**config.mk**
```make
export PLATFORM = sky130hd
export DESIGN_NAME = prbs9_lfsr
export DESIGN_NICKNAME = d
export VERILOG_FILES = /design/src/rtl/prbs_pkg.sv /design/src/rtl/prbs9_lfsr.sv
export SDC_FILE = /design/constraint.sdc
export NUM_CORES = 1
export LEC_CHECK = 0
export CAP_MARGIN = 15
export CORE_AREA = 3 3 40 42
export DETAILED_ROUTE_END_ITERATION = 8
export DIE_AREA = 0 0 43 45
export PLACE_DENSITY_LB_ADDON = 0.12
export SYNTH_ARGS = -nofsm -noshare
export SYNTH_HDL_FRONTEND = slang
export SYNTH_SLANG_ARGS = --single-unit
```
**constraint.sdc**
```tcl
create_clock -name clk -period 1.1 [get_ports clk]
set_clock_uncertainty 0.05 [all_clocks]
set_input_delay 0.22 -clock clk [delete_from_list [all_inputs] [get_ports clk]]
set_output_delay 0.22 -clock clk [all_outputs]
set_load 0.02 [all_outputs]
```
**src/rtl/prbs_pkg.sv**
```systemverilog
`default_nettype none
// ============================================================================
// Module   : prbs_pkg
// Brief    : PRBS9 constants and BER checker state encoding.
// Revision : 1.0 - initial release
// ============================================================================
package prbs_pkg;

  localparam int         c_prbs9_w      = 9;
  localparam int         c_prbs9_tap_hi = 8;
  localparam int         c_prbs9_tap_lo = 4;
  localparam logic [8:0] c_prbs9_seed   = 9'h1AA;

  typedef enum logic [1:0] {
    ST_LOAD   = 2'd0,
    ST_VERIFY = 2'd1,
    ST_LOCKED = 2'd2
  } ber_state_t;

  function automatic logic prbs9_pred(input logic [c_prbs9_w-1:0] p);
    return p[c_prbs9_tap_hi] ^ p[c_prbs9_tap_lo];
  endfunction

endpackage
`default_nettype wire

```
**src/rtl/prbs9_lfsr.sv**
```systemverilog
`default_nettype none
// ============================================================================
// Module   : prbs9_lfsr
// Brief    : PRBS9 (x^9+x^5+1) register, shifts in external data or feedback.
// Revision : 1.0 - initial release
// ============================================================================
module prbs9_lfsr
  import prbs_pkg::*;
(
  input  logic                 clk,
  input  logic                 rst,
  input  logic                 i_load,
  input  logic [c_prbs9_w-1:0] i_seed,
  input  logic                 i_shift,
  input  logic                 i_use_fb,
  input  logic                 i_din,
  output logic                 o_pred,
  output logic                 o_zero
);

  logic [c_prbs9_w-1:0] r_p;
  logic                 w_d;

  assign o_pred = prbs9_pred(r_p);
  assign o_zero = (r_p == '0);
  assign w_d    = i_use_fb ? o_pred : i_din;

  always_ff @(posedge clk or negedge rst) begin
    if (!rst) begin
      r_p <= '0;
    end else if (i_load) begin
      r_p <= i_seed;
    end else if (i_shift) begin
      r_p <= {r_p[c_prbs9_w-2:0], w_d};
    end
  end

endmodule
`default_nettype wire

```
==> impl_results.md <==
- Seq/Total Area, Yosys: 0.495
- Post-DP Area: 734 µm²
- Family with the most delay on the worst path: simple AND/OR/NAND/NOR gates
- First-pass GRT wire length: 1860 µm
- Largest stage delay, worst path: 0.39 ns
- Nets: 93
- Commonest non-fill, non-tap cell in the layout: clkdlybuf4s50_1
- Vias in the first global route: 411
- Pin count of the biggest net entering global routing: 11
- Drt pass-1 iters: 4
- Slew @ Worst Pin: 0.417 ns
- Max_slew headroom: 0.721
- Setup violators final: 3
- Die area: 0.00194 mm²
- Vias per Instance: 4.67
- Top reg by flops: r_p
- Syn. warnings: 0
- Met1 GRT Util: 0.175
- Critical path class: reg -> out
- Most frequent cells in the layout: 13 x clkdlybuf4s50_1, 12 x buf_4, 9 x nand2_1, 9 x mux2i_1
- Crit path depth: 4
- Final Util: 0.642
- Core footprint: 0.00128 mm²
- CP required: 0.83 ns
- Clock insertion delay at the later pin of the skew report: 0.25 ns
- Highest net fanout along the worst path: 2
- Max Transition Viols Final: 0
- Met2 Usage GRT: 0.204
- Static Leakage: 0.381 nW
- FMAX: 629 MHz
- Post-Syn Instances: 46
- Seq cells post-synth: 9
- Largest regs: r_p (9)
- Overflow after GRT: 0
- DIE WIDTH: 43 µm
- Status: finished with violations
- RSZ-0062 raised after global routing: true
- Max Buffers Root-to-Sink: 2
- Initial DRC Count: 2
- Clock root buffer: clkbuf_4
- Layout cells sized above 1: 0.299
- CTS Hold Buffers Added: 0
- Clock transition at path regs: 0.06 ns
- Min cycle time layout: 1.59 ns
- Worst Setup End Kind: output port
- Final non-filler cell area: 825 µm²
- Slowest CP cell: dfrtp_1
- Total power: 0.940 mW
- R2R Path Start: r_p[8]
- Worst Hold Slack: 0.214 ns
- IO Port Bufs: 16
- Type of the most critical hold path: in -> async
- GP Congestion: 0.723
- CP Launch Type: flop
- Clock Sinks: 9
- Avg WL per Cell: 11.9 µm
- TritonCTS Buffers: 3
- CTS tree: done
- Crit path from: r_p[7]
- Max reg flops: 9
- Starting density of the core: 0.354
- Number of H-tree levels: 1
- Detail Route Antenna Nets: 0
- Die H: 45 µm
- Library cells used by synthesis: 13
- WP buf/inv: 1
- Vias: 430
- Busiest grt layer: met2
- Pwr per Cell Area: 1140 mW/mm²
- Met3 Resource Use GR: 0.0398
- Max Cap Viol: 0
- Cells on worst reg2reg path: 6
- Rows: 13
- Post-DP HPWL: 802 µm
- GRT Total Usage: 0.132
- Syn_nets: 61
- Area delta synth->final: 81.0%
- Residual DRC: 0
- Hold Fails Final Rpt: 0
- Filler instances: 121
- Syn_area_per_cell: 9.90 µm²
- I/O pin cnt: 17
- PnR worst setup slack: -0.491 ns
- Arrival time at the worst endpoint: 1.32 ns
- Initial antenna violation count: 0
- Share of the clock period used by the worst path: 1.45
- Critical Path, Cell by Cell: nor4_2, nand2_1, nor4_4, buf_4
- Antenna fix cells: 0
- Overall routed net length: 1090 µm
- Synth Cell Area: 455 µm²
- Failing checks: negative setup slack
- Max rail drop VDD: 0.619 mV
==> cell usage after synthesis (all sizes together) <==
library cell / n / area share
buf: 3 / 0.038
nor4: 2 / 0.027
a21oi: 1 / 0.011
o21ai: 9 / 0.099
nor2: 1 / 0.0082
nor3b: 1 / 0.016
nand2b: 1 / 0.014
mux2i: 9 / 0.20
nand2: 9 / 0.074
xor2: 1 / 0.019
dfrtp: 9 / 0.49
==> where the power goes <==
| group | internal (mW) | switching, mW |
|---|---|---|
| registers | 0.367 | 0.0357 |
| clock network | 0.140 | 0.114 |
| logic | 0.179 | 0.104 |
| total | 0.686 | 0.254 |
==> logic make-up (layout without fill, tap and decap cells) <==
logic type      count (synthesis)  after routing  synth area share
simple gates                   14             14             0.140
compound gates                 10             10             0.110
mux                             9              9             0.198
flops                           9              9             0.495
buf+inv                         3             34            0.0385
xor+xnor                        1              1            0.0192
==> cell type report <==
cell class,count,area (µm²),area share
multi-input cells,34,253,0.307
well taps,15,18.8,0.0228
clock buffers,4,26.3,0.0319
flip-flops and latches,9,226,0.275
repair buffers,30,300,0.364
==> metal layers <==
layer / part of all wire / up-vias
met3: 0.067 / 2
met5: 0 / -
li1: - / 222
met4: 0.0082 / 0
met2: 0.49 / 12
met1: 0.43 / 194
==> worst paths after layout <==
| path | end | slack, ns |
|---|---|---|
| worst max-delay path | o_zero | -0.49 |
| worst min-delay path | r_p[2] | 0.21 |
| worst max register to register | r_p[0] | -0.20 |
| worst min register to register | r_p[1] | 0.57 |
| max in group asynchronous | r_p[4] | 0.47 |
| min in group clk | r_p[0] | 0.44 |
==> worst register-to-register path, delay by kind of cell (launching register included) <==
kind / cells / cell delay, ns
compound gates: 1 / 0.08
buf+inv: 3 / 0.40
mux: 1 / 0.12
flops: 1 / 0.39
xor+xnor: 1 / 0.15
==> metrics by stage <==
| stage | setup TNS, ns | setup WS [ns] | instances |
|---|---|---|---|
| after floorplan | -0.293 | -0.179 | 46 |
| after detailed placement | -3.23 | -0.732 | 86 |
| after global placement | -3.13 | -0.713 | 86 |
| after CTS | -1.05 | -0.539 | 91 |
| final | -1.05 | -0.491 | 92 |
| after global routing | -1.30 | -0.640 | 92 |
==> timing repair <==
item,CTS,global route
gates resized for setup,13,4
pin swaps,2,1
setup endpoints to repair,3,9
setup buffers,1,0
cloned,0,1
No activity file was read; power rests on OpenSTA's default activity.
